[src/rtl/shift_add_sequencer.sv]
// Nibble-serial 8x8 multiplier sequencer driving an external combinational 16-bit adder.
// Optional ZERO_SKIP_EN: a zero operand at start bypasses MUL and goes straight to DONE.
module shift_add_sequencer #(
    parameter int DATA_W = 8,
    parameter int PROD_W = 16
) (
    input  logic              clk,
    input  logic              reset_n,
    input  logic              start,
    input  logic [DATA_W-1:0] a,
    input  logic [DATA_W-1:0] b,
    output logic [PROD_W-1:0] adder_dataa,
    output logic [PROD_W-1:0] adder_datab,
    input  logic [PROD_W-1:0] adder_sum,
    output logic [PROD_W-1:0] product,
    output logic              busy,
    output logic              done
);

    localparam int NIB_W = DATA_W / 2;

    typedef enum logic [1:0] {
        IDLE = 2'd0,
        MUL  = 2'd1,
        DONE = 2'd2
    } state_t;

    state_t            state_q, state_d;
    logic [1:0]        step_q, step_d;
    logic [PROD_W-1:0] acc_q, acc_d;
    logic [PROD_W-1:0] product_q, product_d;
    logic [DATA_W-1:0] a_l, a_d;
    logic [DATA_W-1:0] b_l, b_d;

    logic [NIB_W-1:0]  na, nb;
    logic [DATA_W-1:0] pp;
    logic [3:0]        shamt;
    logic [PROD_W-1:0] pp_shifted;

    // Step bit 0 picks the multiplicand nibble, bit 1 the multiplier nibble.
    assign na    = step_q[0] ? a_l[DATA_W-1:NIB_W] : a_l[NIB_W-1:0];
    assign nb    = step_q[1] ? b_l[DATA_W-1:NIB_W] : b_l[NIB_W-1:0];
    assign pp    = {{NIB_W{1'b0}}, na} * {{NIB_W{1'b0}}, nb};
    assign shamt = {step_q[0] & step_q[1], step_q[0] ^ step_q[1], 2'b00};
    assign pp_shifted = {{(PROD_W-DATA_W){1'b0}}, pp} << shamt;

    assign adder_dataa = (state_q == MUL) ? pp_shifted : '0;
    assign adder_datab = acc_q;
    assign product     = product_q;
    assign busy        = (state_q != IDLE);
    assign done        = (state_q == DONE);

    always_ff @(posedge clk or negedge reset_n) begin
        if (!reset_n) begin
            state_q   <= IDLE;
            step_q    <= 2'd0;
            acc_q     <= '0;
            product_q <= '0;
            a_l       <= '0;
            b_l       <= '0;
        end else begin
            state_q   <= state_d;
            step_q    <= step_d;
            acc_q     <= acc_d;
            product_q <= product_d;
            a_l       <= a_d;
            b_l       <= b_d;
        end
    end

    always_comb begin
        state_d   = state_q;
        step_d    = step_q;
        acc_d     = acc_q;
        product_d = product_q;
        a_d       = a_l;
        b_d       = b_l;
        unique case (state_q)
            IDLE: begin
                if (start) begin
                    a_d    = a;
                    b_d    = b;
                    acc_d  = '0;
                    step_d = 2'd0;
`ifdef ZERO_SKIP_EN
                    if (a == '0 || b == '0) begin
                        product_d = '0;
                        state_d   = DONE;
                    end else begin
                        state_d = MUL;
                    end
`else
                    state_d = MUL;
`endif
                end
            end
            MUL: begin
                acc_d  = adder_sum;
                step_d = step_q + 2'd1;
                if (step_q == 2'd3) begin
                    product_d = adder_sum;
                    state_d   = DONE;
                end
            end
            DONE: begin
                state_d = IDLE;
            end
            default: begin
                state_d = IDLE;
            end
        endcase
    end

endmodule

[config.mk]
export PLATFORM = sky130hd
export DESIGN_NAME = shift_add_sequencer
export DESIGN_NICKNAME = d
export VERILOG_FILES = /design/src/rtl/shift_add_sequencer.sv
export SDC_FILE = /design/constraint.sdc
export NUM_CORES = 1
export LEC_CHECK = 0
export BUFFER_PORTS_ARGS = -buffer_cell sky130_fd_sc_hd__buf_2
export CAP_MARGIN = 20
export CORE_UTILIZATION = 52
export CTS_CLUSTER_DIAMETER = 80
export DETAILED_ROUTE_END_ITERATION = 16
export PLACE_DENSITY = 0.8
export SKIP_LAST_GASP = 1
export SLEW_MARGIN = 20
export SYNTH_ARGS = -nofsm -noshare
export SYNTH_HDL_FRONTEND = slang
export SYNTH_SLANG_ARGS = --single-unit
[constraint.sdc]
create_clock -name clk -period 4.5 [get_ports clk]
set_clock_uncertainty 0.05 [all_clocks]
set_input_delay 0 -clock clk [delete_from_list [all_inputs] [get_ports clk]]
set_output_delay 0 -clock clk [all_outputs]
set_load 0.02 [all_outputs]
==> Yosys cells after proc, flatten, opt, wreduce, memory -nomap -nowiden <==
Index checks and enable logic that the tools add are counted.
{ "totals": {"out_inout_bits": 50, "register_bits": 52, "word_cells": 33, "input_bits": 35} }
{ "classes": {"muxes": 10, "n_eq_ne": 5, "mul": 1, "bitwise_logic": 2, "shift": 1, "addsub": 1, "n_reduce_logical": 7} }
{ "ops": {"columns": ["cell", "n"], "rows": [
  ["$mux 16", 2],
  ["$pmux 16 s2", 1],
  ["$shl 8x4->16", 1],
  ["$mul 4x4->8", 1],
  ["$mux 4", 2],
  ["$pmux 2 s2", 2],
  ["$reduce_and 2->1", 4],
  ["$mux 2", 3],
  ["$eq 2x2->1 const B", 2],
  ["$reduce_bool 2->1", 2],
  ["$add 2x1->2 const B", 1],
  ["$eq 2x1->1 const B", 1],
  ["$logic_not 2->1", 1],
  ["$ne 2x1->1 const B", 1],
  ["$ne 2x2->1 const B", 1],
  ["$and 1x1->1", 1],
  ["$xor 1x1->1", 1]
]} }

==> Longest topological paths before layout <==
Gate-level depths: netlist of run 1.
{ "depth": {"word_depth": 4, "mapped_depth": 12, "ltp_nobuf": 11} }

==> Worst setup path after synthesis of run 1 <==
No wires, ideal clock.
{ "synth_path": {"path_kind": "register -> output", "from": "register step_q[1]", "to": "output port adder_dataa[6]", "n_path_buf": 1, "path_stages_with_launch": 13, "t_required_ns": 4.450, "slack_ns": 0.979, "arrival_ns": 3.471, "cell_sequence": "dfrtp_1 > buf_2 > mux2i_1 > or2_2 > fa_1 > inv_1 > fa_1 > inv_1 > fa_1 > nor2b_1 > o21ai_2 > mux2i_1 > a21boi_0"} }
{ "synth_between": {"elab_chain_cells": 4, "elab_cells_between_ends": 6, "cone_classes": "mul (1); shift (1); mux (2); bitwise (2)"} }
{ "synth_rtl": {"columns": ["item", "line", "source"], "rows": [
  ["start: declaration", "29", "logic [1:0] step_q, step_d;"],
  ["start signal: assignment", "63", "step_q <= step_d;"],
  ["$mux 4", "42", "assign nb = step_q[1] ? b_l[DATA_W-1:NIB_W] : b_l[NIB_W-1:0];"],
  ["$mul 4x4->8", "43", "assign pp = {{NIB_W{1'b0}}, na} * {{NIB_W{1'b0}}, nb};"],
  ["$shl 8x4->16 (*)", "45", "assign pp_shifted = {{(PROD_W-DATA_W){1'b0}}, pp} << shamt;"],
  ["$mux 16 (*)", "47", "assign adder_dataa = (state_q == MUL) ? pp_shifted : '0;"],
  ["end: declaration", "12", "output logic [PROD_W-1:0] adder_dataa,"]
]} }
Mark *: on every way between the ends. The rest lies on a longest branch, timed or not.

==> Final worst setup path of run 1 <==
{ "layout_path": {"from": "register step_q[0]", "to": "output port adder_dataa[10]"} }
{ "layout_between": {"elab_chain_cells": 4, "elab_cells_between_ends": 6, "cone_classes": "mul (1); shift (1); mux (2); bitwise (2)"} }
{ "layout_rtl": {"columns": ["item", "line", "source"], "rows": [
  ["$mux 4", "41", "assign na = step_q[0] ? a_l[DATA_W-1:NIB_W] : a_l[NIB_W-1:0];"],
  ["$mul 4x4->8", "43", null],
  ["$shl 8x4->16 (*)", "45", null],
  ["$mux 16 (*)", "47", null]
]} }
Marks and branches as above.

==> flow_summary.yaml, run 1 <==
logic_synthesis:
  syn_area_sq_um: 2850
  ys_ff_latch: 52
  synth_compound_area_share_pct: 8.46
  synth_nets: 315
  ys_types: 45
  synth_warnings: 0
  yosysSeqAreaShare_pct: 45.6
  synth.area.top_cells: "dfrtp_1 (46%), ha_1 (5.7%), mux2_4 (5.3%)"
  synth_fa_ha_area_share_pct: 8.51
  synth.top_cell.area_share_pct: 45.6
  synthFlopType: "dfrtp_1"
  synthArstFlopShare_pct: 100
  syn_inst: 263
  synth_largest_area_cell: "dfrtp_1"
  synth-edff-count: 0
  postSynthAreaPerCell_sq_um: 10.8
  yosys.area_share.simple_pct: 15.1
  synth_top_family_by_area: "multiplexers"
  synthXorXnorAreaFrac_pct: 0.614
  synth.area.mux_share_pct: 17.1
route:
  drcViolationCount: 0
  wl_per_cell_um: 15.1
  dr.first_iter.drc_count: 93
  viasPerCell: 5.28
  routed_wl_um: 6720
  num_vias: 2348
  first_pass_iters: 4
  ant_nets: 0
cts:
  max-clock-path-buffers: 2
  cts_sinks: 52
  tritoncts: "built"
  cts.htree.levels: 2
  cts_root_buf: "clkbuf_8"
  clk_pin_slew_ns: 0.10
  ctsResizeCount: 0
  cts_buffers: 5
  clock_latency_ns: 0.31
sta:
  setup_violations: 0
  finalSetupTns_ns: 0
  rsz0062_at_grt: "no"
  slew-limit-headroom_pct: 31.6
  fin_crit_ns: 3.84
  worst_slew_pin_slew_ns: 1.03
  finalMaxSlewViolations: 0
  max_freq_mhz: 260
  hold_viol_final: 0
  fin_crit_sh_pct: 85.4
layout:
  n_antenna_cell: 0
  syn2layout_area_growth_pct: 31.3
  post_route_cells_drive_above_1_share_pct: 32.5
  finish.utilization_pct: 72.0
  final_nets: 426
worst_hold_path:
  hp-class: "primary input to asynchronous set/reset pin"
worst_setup_path:
  path_class: "flip-flop to output port"
  cp-end-kind: "output port"
  critPathTopFamily: "adder cells"
  critPathBufInv: 3
  slowest_delay_ns: 0.56
  required_ns: 4.45
  path_max_fanout: 7
  cp_slowest_cell: "fa_1"
  worstPathCellList: "mux2i_1 -> or2_2 -> fa_1 -> inv_1 -> fa_1 -> inv_1 -> fa_1 -> nor2b_1 -> o21ai_2 -> a211o_1 -> nand3_1 -> buf_2"
  crit_arrival_ns: 3.79
  crit_path_start_kind: "flip-flop"
  cpMostUsedCell: "fa_1"
global_routing:
  gr-total-overflow: 0
  grt_use_total_pct: 25.2
  grt_pass1_vias: 2432
  grt_antenna_before_repair: 0
  grt_max_degree: 53
  grt_first_pass_wirelength_um: 11600
floorplan:
  die_x_um: 76.1
  die-area_sq_um: 5790
  die_y_um: 76.1
  core_sq_um: 5200
  rows: 26
  pin_count: 85
  initial_core_util_pct: 54.8
outcome:
  status: "complete, no violations"
place:
  portBuffers: 84
  dp_hpwl_um: 4520
  gp_congestion: 0.847
job:
  drv_cap: 0
layer usage:
layer	share of wire, %	GRT usage [%]	vias up
li1	-	-	1117
met1	44	32.6	1134
met2	50	43.8	83
met3	4.4	3.59	14
met4	1.7	8.08	0
met5	0	0	-
cell usage in the layout, fill, tap and decap left out, types with 7 or more instances in the layout:
cell / instances
nor2_1: 18
dfrtp_1: 52
a21oi_1: 7
dlygate4sd3_1: 34
mux2_1: 13
o21ai_0: 18
mux2_2: 9
mux2i_1: 9
mux2_4: 10
inv_1: 8
ha_1: 13
nand2_1: 39
buf_2: 84
worst min-delay path, delay by kind of cell:
kind,cells,cell delay [ns]
buf+inv,3,1.13
layout make-up:
class | count | area [sq um]
multi-input combinational | 188 | 1420
clock inverter | 3 | 68.8
sequential | 52 | 1300
fill | 393 | 1460
clock buffer | 5 | 68.8
timing repair buffer | 119 | 768
tap | 70 | 87.6
inverter | 8 | 30.0
final timing paths:
path / startpoint / end / slack (ns) / cells after the start
min in group clk: a[2] / a_l[2]$_DFFE_PN0P_ / 0.40 / 3
max in group asynchronous: reset_n / product[9]$_DFFE_PN0P_ / 3.69 / 3
min: reset_n / step_q[0]$_DFFE_PN0P_ / 0.28 / 3
max: step_q[0]$_DFFE_PN0P_ / adder_dataa[10] / 0.66 / 12
max reg2reg: step_q[0]$_DFFE_PN0P_ / product[8]$_DFFE_PN0P_ / 2.40 / 3
min reg2reg: a_l[1]$_DFFE_PN0P_ / a_l[1]$_DFFE_PN0P_ / 0.44 / 1
registers in the layout, indices dropped and copies added, names as in the netlist:
name	count
adder_datab	16
product	16
a_l	8
b_l	8
state_q	2
step_q	2
kinds of logic (layout without fill, tap and decap cells):
logic type,after synthesis,after routing
and+or+nand+nor,89,89
DFF,52,52
muxes,41,41
AOI/OAI and AO/OA,39,39
buffers and inverters,23,135
adders and majority gates,17,17
xor gates and xnor gates,2,2
cell usage after synthesis, drive strengths merged, types with 3 or more instances:
master,instances
and2,4
nor2,19
ha,13
inv,8
nor2b,5
clkbuf,3
nor3b,3
nor3,3
mux2i,9
or2,4
buf,12
o21ai,20
fa,4
a21oi,7
dfrtp,52
mux2,32
nand3,5
nand2,40
timing repair:
item                                   in CTS  in global routing
hold buffers                               34                  0
endpoints found under the hold margin     101                  0
setup buffers                               0                  0
per-stage QoR:
| step | instance area, sq um | hold WS, ns | std cells | setup WS (ns) |
|---|---|---|---|---|
| global route | 3750 | 0.365 | 445 | 0.364 |
| CTS | 3750 | 0.302 | 445 | 0.656 |
| finish | 3750 | 0.284 | 445 | 0.658 |
| floorplan | 2850 | -0.346 | 263 | 0.979 |
| detailed placement | 3270 | 0.100 | 403 | 1.01 |
| global placement | 3270 | 0.0988 | 403 | 1.08 |
Power of run 1 is not shown: default switching activity piles up to over one toggle a cycle in this logic, so the estimate is an artifact.
==> run 2: changes to the inputs <==
--- a/config.mk
+++ b/config.mk
@@ -5,9 +5,10 @@
 export SDC_FILE = /design/constraint.sdc
 export NUM_CORES = 1
 export LEC_CHECK = 0
+export ABC_AREA = 1
 export BUFFER_PORTS_ARGS = -buffer_cell sky130_fd_sc_hd__buf_2
 export CAP_MARGIN = 20
-export CORE_UTILIZATION = 52
+export CORE_UTILIZATION = 51
 export CTS_CLUSTER_DIAMETER = 80
 export DETAILED_ROUTE_END_ITERATION = 16
 export PLACE_DENSITY = 0.8
==> run 2 against run 1 <==
  * Worst setup slack got worse by 0.035 ns
  * Utilization decreased by 1.5 points
  * Synthesized cell count increased by 22%
  * Critical path type unchanged
==> flow_summary.yaml, run 2 <==
power:
  p_clk_share_pct: 9.3
  swShare_pct: 50.7
  vdd_drop_max_mv: 0.433
  power_frac_comb_pct: 62.5
  internal_power_mw: 1.46
  seqPwrFrac_pct: 28.2
  power_density_nw_per_um2: 827
  power.leakage_nw: 1.99
  p_switching_mw: 1.50
cts:
  ctsResizeCount: 0
  clk_pin_slew_ns: 0.09
  tritoncts: "built"
  cts_sinks: 52
  clock_latency_ns: 0.31
  cts.htree.levels: 2
  cts_buffers: 5
  cts_root_buf: "clkbuf_8"
  max-clock-path-buffers: 2
logic_synthesis:
  postSynthAreaPerCell_sq_um: 8.32
  ys_ff_latch: 52
  synthFlopType: "dfrtp_1"
  syn_area_sq_um: 2680
  synth_warnings: 0
  synth.top_cell.area_share_pct: 48.6
  synthTopCellsByCount: "nand2_1 (105), dfrtp_1 (52), o21ai_0 (40)"
  synth_largest_area_cell: "dfrtp_1"
  syn_inst: 322
  synthArstFlopShare_pct: 100
  ys_types: 27
  synth.area.top_cells: "dfrtp_1 (49%), nand2_1 (15%), o21ai_0 (7.5%)"
  yosysSeqAreaShare_pct: 48.6
  synth_nets: 374
  synth_most_common_cell: "nand2_1"
  synth-edff-count: 0
worst_setup_path:
  required_ns: 4.45
  crit_arrival_ns: 3.83
  path_class: "flip-flop to output port"
  cp-end-kind: "output port"
  path_max_fanout: 10
  crit_path_start_kind: "flip-flop"
global_routing:
  grt_pass1_vias: 2283
  grt_max_degree: 53
  gr-total-overflow: 0
  grt_antenna_before_repair: 0
  grt_first_pass_wirelength_um: 10300
  grt_use_total_pct: 24.9
layout:
  final_area_sq_um: 3580
  multi_input_area_sq_um: 1170
  seqCellArea_sq_um: 1300
  fin_cells: 507
  post_route_cells_drive_above_1_share_pct: 25.2
  nFillCells: 396
  layout_common_cells: "nand2_1 (105), buf_2 (84), dfrtp_1 (52)"
  final_nets: 488
  final_common_cell: "nand2_1"
  syn2layout_area_growth_pct: 33.6
  finish.utilization_pct: 70.5
  n_antenna_cell: 0
place:
  portBuffers: 84
  gp_congestion: 0.895
  dp_slack_ns: 1.00
  dp_hpwl_um: 4200
  place_inst: 466
  place_area_sq_um: 3150
sta:
  fin_crit_ns: 3.88
  fin_crit_sh_pct: 86.2
  setup_violations: 0
  hold_viol_final: 0
  finalSetupTns_ns: 0
  finalWorstSetupSlack_ns: 0.622
  slew-limit-headroom_pct: 57.3
  max_freq_mhz: 258
  rsz0062_at_grt: "no"
  worst_slew_pin_slew_ns: 0.640
  finalMaxSlewViolations: 0
route:
  routed_wl_um: 6320
  wl_per_cell_um: 12.5
  num_vias: 2442
  first_pass_iters: 4
  viasPerCell: 4.82
  ant_nets: 0
  drcViolationCount: 0
  dr.first_iter.drc_count: 139
worst_hold_path:
  hp-class: "primary input to flip-flop"
floorplan:
  core_sq_um: 5070
  pin_count: 85
  die-area_sq_um: 5540
  die_x_um: 74.5
  die_y_um: 74.5
  initial_core_util_pct: 52.8
  rows: 26
job:
  drv_cap: 0
outcome:
  status: "complete, no violations"
run 2: layer usage:
metal  global-route usage (%)  routed length (um)  vias up  part of all wire, %
met5                        0                   0        -                    0
met3                     4.20                 195       10                  3.1
met4                     7.97                 119        0                  1.9
met2                     44.7                3220       71                   51
met1                     30.3                2780     1127                   44
li1                         -                   -     1234                    -
run 2: metrics by stage:
step / power (mW) / hold WS (ns)
detailed placement: 2.64 / 0.104
floorplan: 2.15 / -0.346
global placement: 2.59 / 0.0969
global route: 3.24 / 0.149
CTS: 2.95 / 0.0886
finish: 2.96 / 0.114
run 2: timing repair:
action,4_1_cts,5_1_grt
hold buffers,33,0
endpoints found under the hold margin,100,0
setup buffers,0,0
run 2: area by class of cell:
class / instances / share of cell area [%]
multi-input cells: 221 / 32.7
clock buffers: 5 / 1.92
repair buffers: 119 / 22.0
inverters: 37 / 3.88
clock inverters: 3 / 0.699
flip-flops and latches: 52 / 36.4
well taps: 70 / 2.45
run 2: power groups by stage:
stage | clock network, mW | logic (mW) | registers (mW)
6_report | 0.275 | 1.85 | 0.835
3_3_place_gp | 0 | 1.76 | 0.833
2_1_floorplan | 0 | 1.18 | 0.978
5_1_grt | 0.300 | 2.08 | 0.861
4_1_cts | 0.282 | 1.84 | 0.830
3_5_place_dp | 0 | 1.81 | 0.835
run 2: worst max-delay path, stage by stage (launching register included):
cell,delay (ns)
dfrtp_1,0.54
o21ai_0,0.26
or2_2,0.36
fa_1,0.48
inv_1,0.05
fa_1,0.57
inv_1,0.07
fa_1,0.45
nand3b_1,0.17
nand2_1,0.08
xnor2_1,0.13
nand2_1,0.07
nand2_1,0.09
nor2_2,0.03
buf_2,0.17
run 2: worst paths after layout:
| check | startpoint | to | slack [ns] | depth (start not counted) |
|---|---|---|---|---|
| worst min register to register | b_l[0]$_DFFE_PN0P_ | b_l[0]$_DFFE_PN0P_ | 0.44 | 2 |
| worst max-delay path | step_q[0]$_DFFE_PN0P_ | adder_dataa[6] | 0.62 | 14 |
| worst min-delay path | start | state_q[0]$_DFFE_PN0P_ | 0.11 | 3 |
| min in group asynchronous | reset_n | a_l[4]$_DFFE_PN0P_ | 0.27 | 3 |
| max in group asynchronous | reset_n | adder_datab[2]$_DFFE_PN0P_ | 3.69 | 3 |
| worst max register to register | step_q[0]$_DFFE_PN0P_ | product[6]$_DFFE_PN0P_ | 2.60 | 5 |
run 2: kinds of logic after synthesis:
kind of cell / after synthesis / synth area share (%)
and+or+nand+nor: 150 / 23.1
DFF: 52 / 48.6
buffers and inverters: 49 / 7.66
AOI/OAI and AO/OA: 46 / 8.69
adders and majority gates: 17 / 9.07
muxes: 5 / 1.87
xor gates and xnor gates: 3 / 0.981
(Power assumes the default switching activity.)
==> run 3: changes to the inputs <==
--- a/config.mk
+++ b/config.mk
@@ -9,6 +9,7 @@
 export BUFFER_PORTS_ARGS = -buffer_cell sky130_fd_sc_hd__buf_2
 export CAP_MARGIN = 20
 export CORE_UTILIZATION = 51
+export CTS_BUF_LIST = sky130_fd_sc_hd__clkbuf_16
 export CTS_CLUSTER_DIAMETER = 80
 export DETAILED_ROUTE_END_ITERATION = 16
 export PLACE_DENSITY = 0.8
==> run 3 against run 2 <==
  * Clock-buffer cell count is the same
  * Total power grew 4.5%
  * Combinational power about the same
  * Via count rose by 2.3%
  * Routed wire length increased by 5.8%
  * Final area rose by 1.6%
  * Largest power group unchanged
  * Highest routed layer unchanged
==> flow_summary.yaml, run 3 (synthesized netlist as in run 2, its figures left out) <==
floorplan:
  pin_count: 85
  die-area_sq_um: 5540
  core_sq_um: 5070
  initial_core_util_pct: 52.8
  rows: 26
  die_x_um: 74.5
  die_y_um: 74.5
outcome:
  status: "complete, no violations"
sta:
  slew-limit-headroom_pct: 56.7
  fin_hold_ws_ns: 0.132
  rsz0062_at_grt: "no"
  fin_crit_ns: 3.85
  fin_crit_sh_pct: 85.5
  max_freq_mhz: 260
  hold_viol_final: 0
  setup_violations: 0
  finalMaxSlewViolations: 0
  finalSetupTns_ns: 0
  worst_slew_pin_slew_ns: 0.650
power:
  power_density_nw_per_um2: 850
  power.leakage_nw: 2.01
  vdd_drop_max_mv: 0.436
  power_mw: 3.09
route:
  ant_nets: 0
  dr.first_iter.drc_count: 130
  routed_wl_um: 6690
  first_pass_iters: 5
  viasPerCell: 4.93
  num_vias: 2498
  wl_per_cell_um: 13.2
  drcViolationCount: 0
worst_setup_path:
  critPathTopFamily: "adder cells"
  cp_slowest_cell: "fa_1"
  path_class: "flip-flop to output port"
  required_ns: 4.45
  crit_arrival_ns: 3.80
  path_max_fanout: 10
  slowest_delay_ns: 0.57
  cp-end-kind: "output port"
  crit_path_start_kind: "flip-flop"
  worstPathCellList: "o21ai_0 -> or2_2 -> fa_1 -> inv_1 -> fa_1 -> inv_1 -> fa_1 -> nand3b_1 -> nand2_1 -> xnor2_1 -> nand2_1 -> nand2_1 -> nor2_2 -> buf_2"
  critPathBufInv: 3
global_routing:
  grt_max_degree: 53
  grt_busiest_layer: "met2"
  gr-total-overflow: 0
  grt_use_total_pct: 25.6
  grt_antenna_before_repair: 0
  grt_util_met1_pct: 32.4
  grt_first_pass_wirelength_um: 10500
  use_met3_pct: 3.66
  grt_pass1_vias: 2307
  met2_usage_pct: 43.6
layout:
  syn2layout_area_growth_pct: 35.7
  nFillCells: 372
  post_route_cells_drive_above_1_share_pct: 25.2
  layout_common_cells: "nand2_1 (105), buf_2 (84), dfrtp_1 (52)"
  final_common_cell: "nand2_1"
  n_antenna_cell: 0
  fin_cells: 507
  final_area_sq_um: 3630
  final_nets: 488
cts:
  cts_root_buf: "clkbuf_16"
  clk_pin_slew_ns: 0.07
  max-clock-path-buffers: 2
  clock_latency_ns: 0.29
  cts_sinks: 52
  cts_buffers: 5
  cts.htree.levels: 2
  post_cts_buffers: 0
  tritoncts: "built"
place:
  place_inst: 466
  dp_hpwl_um: 4200
  place_area_sq_um: 3150
  portBuffers: 84
  gp_congestion: 0.895
job:
  drv_cap: 0
worst_hold_path:
  hp-class: "primary input to flip-flop"
run 3: final timing paths:
check	start	to	slack [ns]	cells after the start
min reg2reg	product[2]$_DFFE_PN0P_	product[2]$_DFFE_PN0P_	0.43	2
max	step_q[0]$_DFFE_PN0P_	adder_dataa[6]	0.65	14
max in group asynchronous	reset_n	product[12]$_DFFE_PN0P_	3.65	3
min	start	state_q[0]$_DFFE_PN0P_	0.13	3
min in group asynchronous	reset_n	a_l[2]$_DFFE_PN0P_	0.30	3
max reg2reg	step_q[0]$_DFFE_PN0P_	product[1]$_DFFE_PN0P_	2.64	5
run 3: what timing repair did:
action | in CTS | in global routing
resized for setup | 0 | 0
endpoints found under the hold margin | 100 | 0
hold buffers | 33 | 0
run 3: power breakdown:
group          total (mW)  switching, mW  internal, mW
Clock               0.384          0.174         0.210
Combinational        1.87           1.21         0.652
Sequential          0.839          0.143         0.695
Total                3.09           1.53          1.56
run 3: cell type report:
cell class	count	area [sq um]	share of cell area, %
Inverter	37	139	3.82
Clock inverter	3	25.0	0.688
Clock buffer	5	125	3.44
Tap cell	70	87.6	2.41
Multi-Input combinational cell	221	1170	32.2
Sequential cell	52	1300	35.8
Timing Repair Buffer	119	786	21.6
run 3: layer usage:
metal  wire length, um  vias up  part of all wire, %
met4               173        0                  2.6
met1              2890     1175                   43
met5                 0        -                    0
met2              3370       78                   50
met3               250       16                  3.7
li1                  -     1229                    -
run 3: worst min-delay path, stage by stage:
cell,delay [ns]
buf_2,0.09
nand2_2,0.19
nand2_1,0.14
run 3: through the flow:
stage | setup slack, ns | utilization (%)
3_3_place_gp | 1.06 | 61.6
3_5_place_dp | 1.00 | 62.2
6_report | 0.651 | 71.6
2_1_floorplan | 1.12 | -
4_1_cts | 0.687 | 71.6
5_1_grt | 0.393 | 71.6
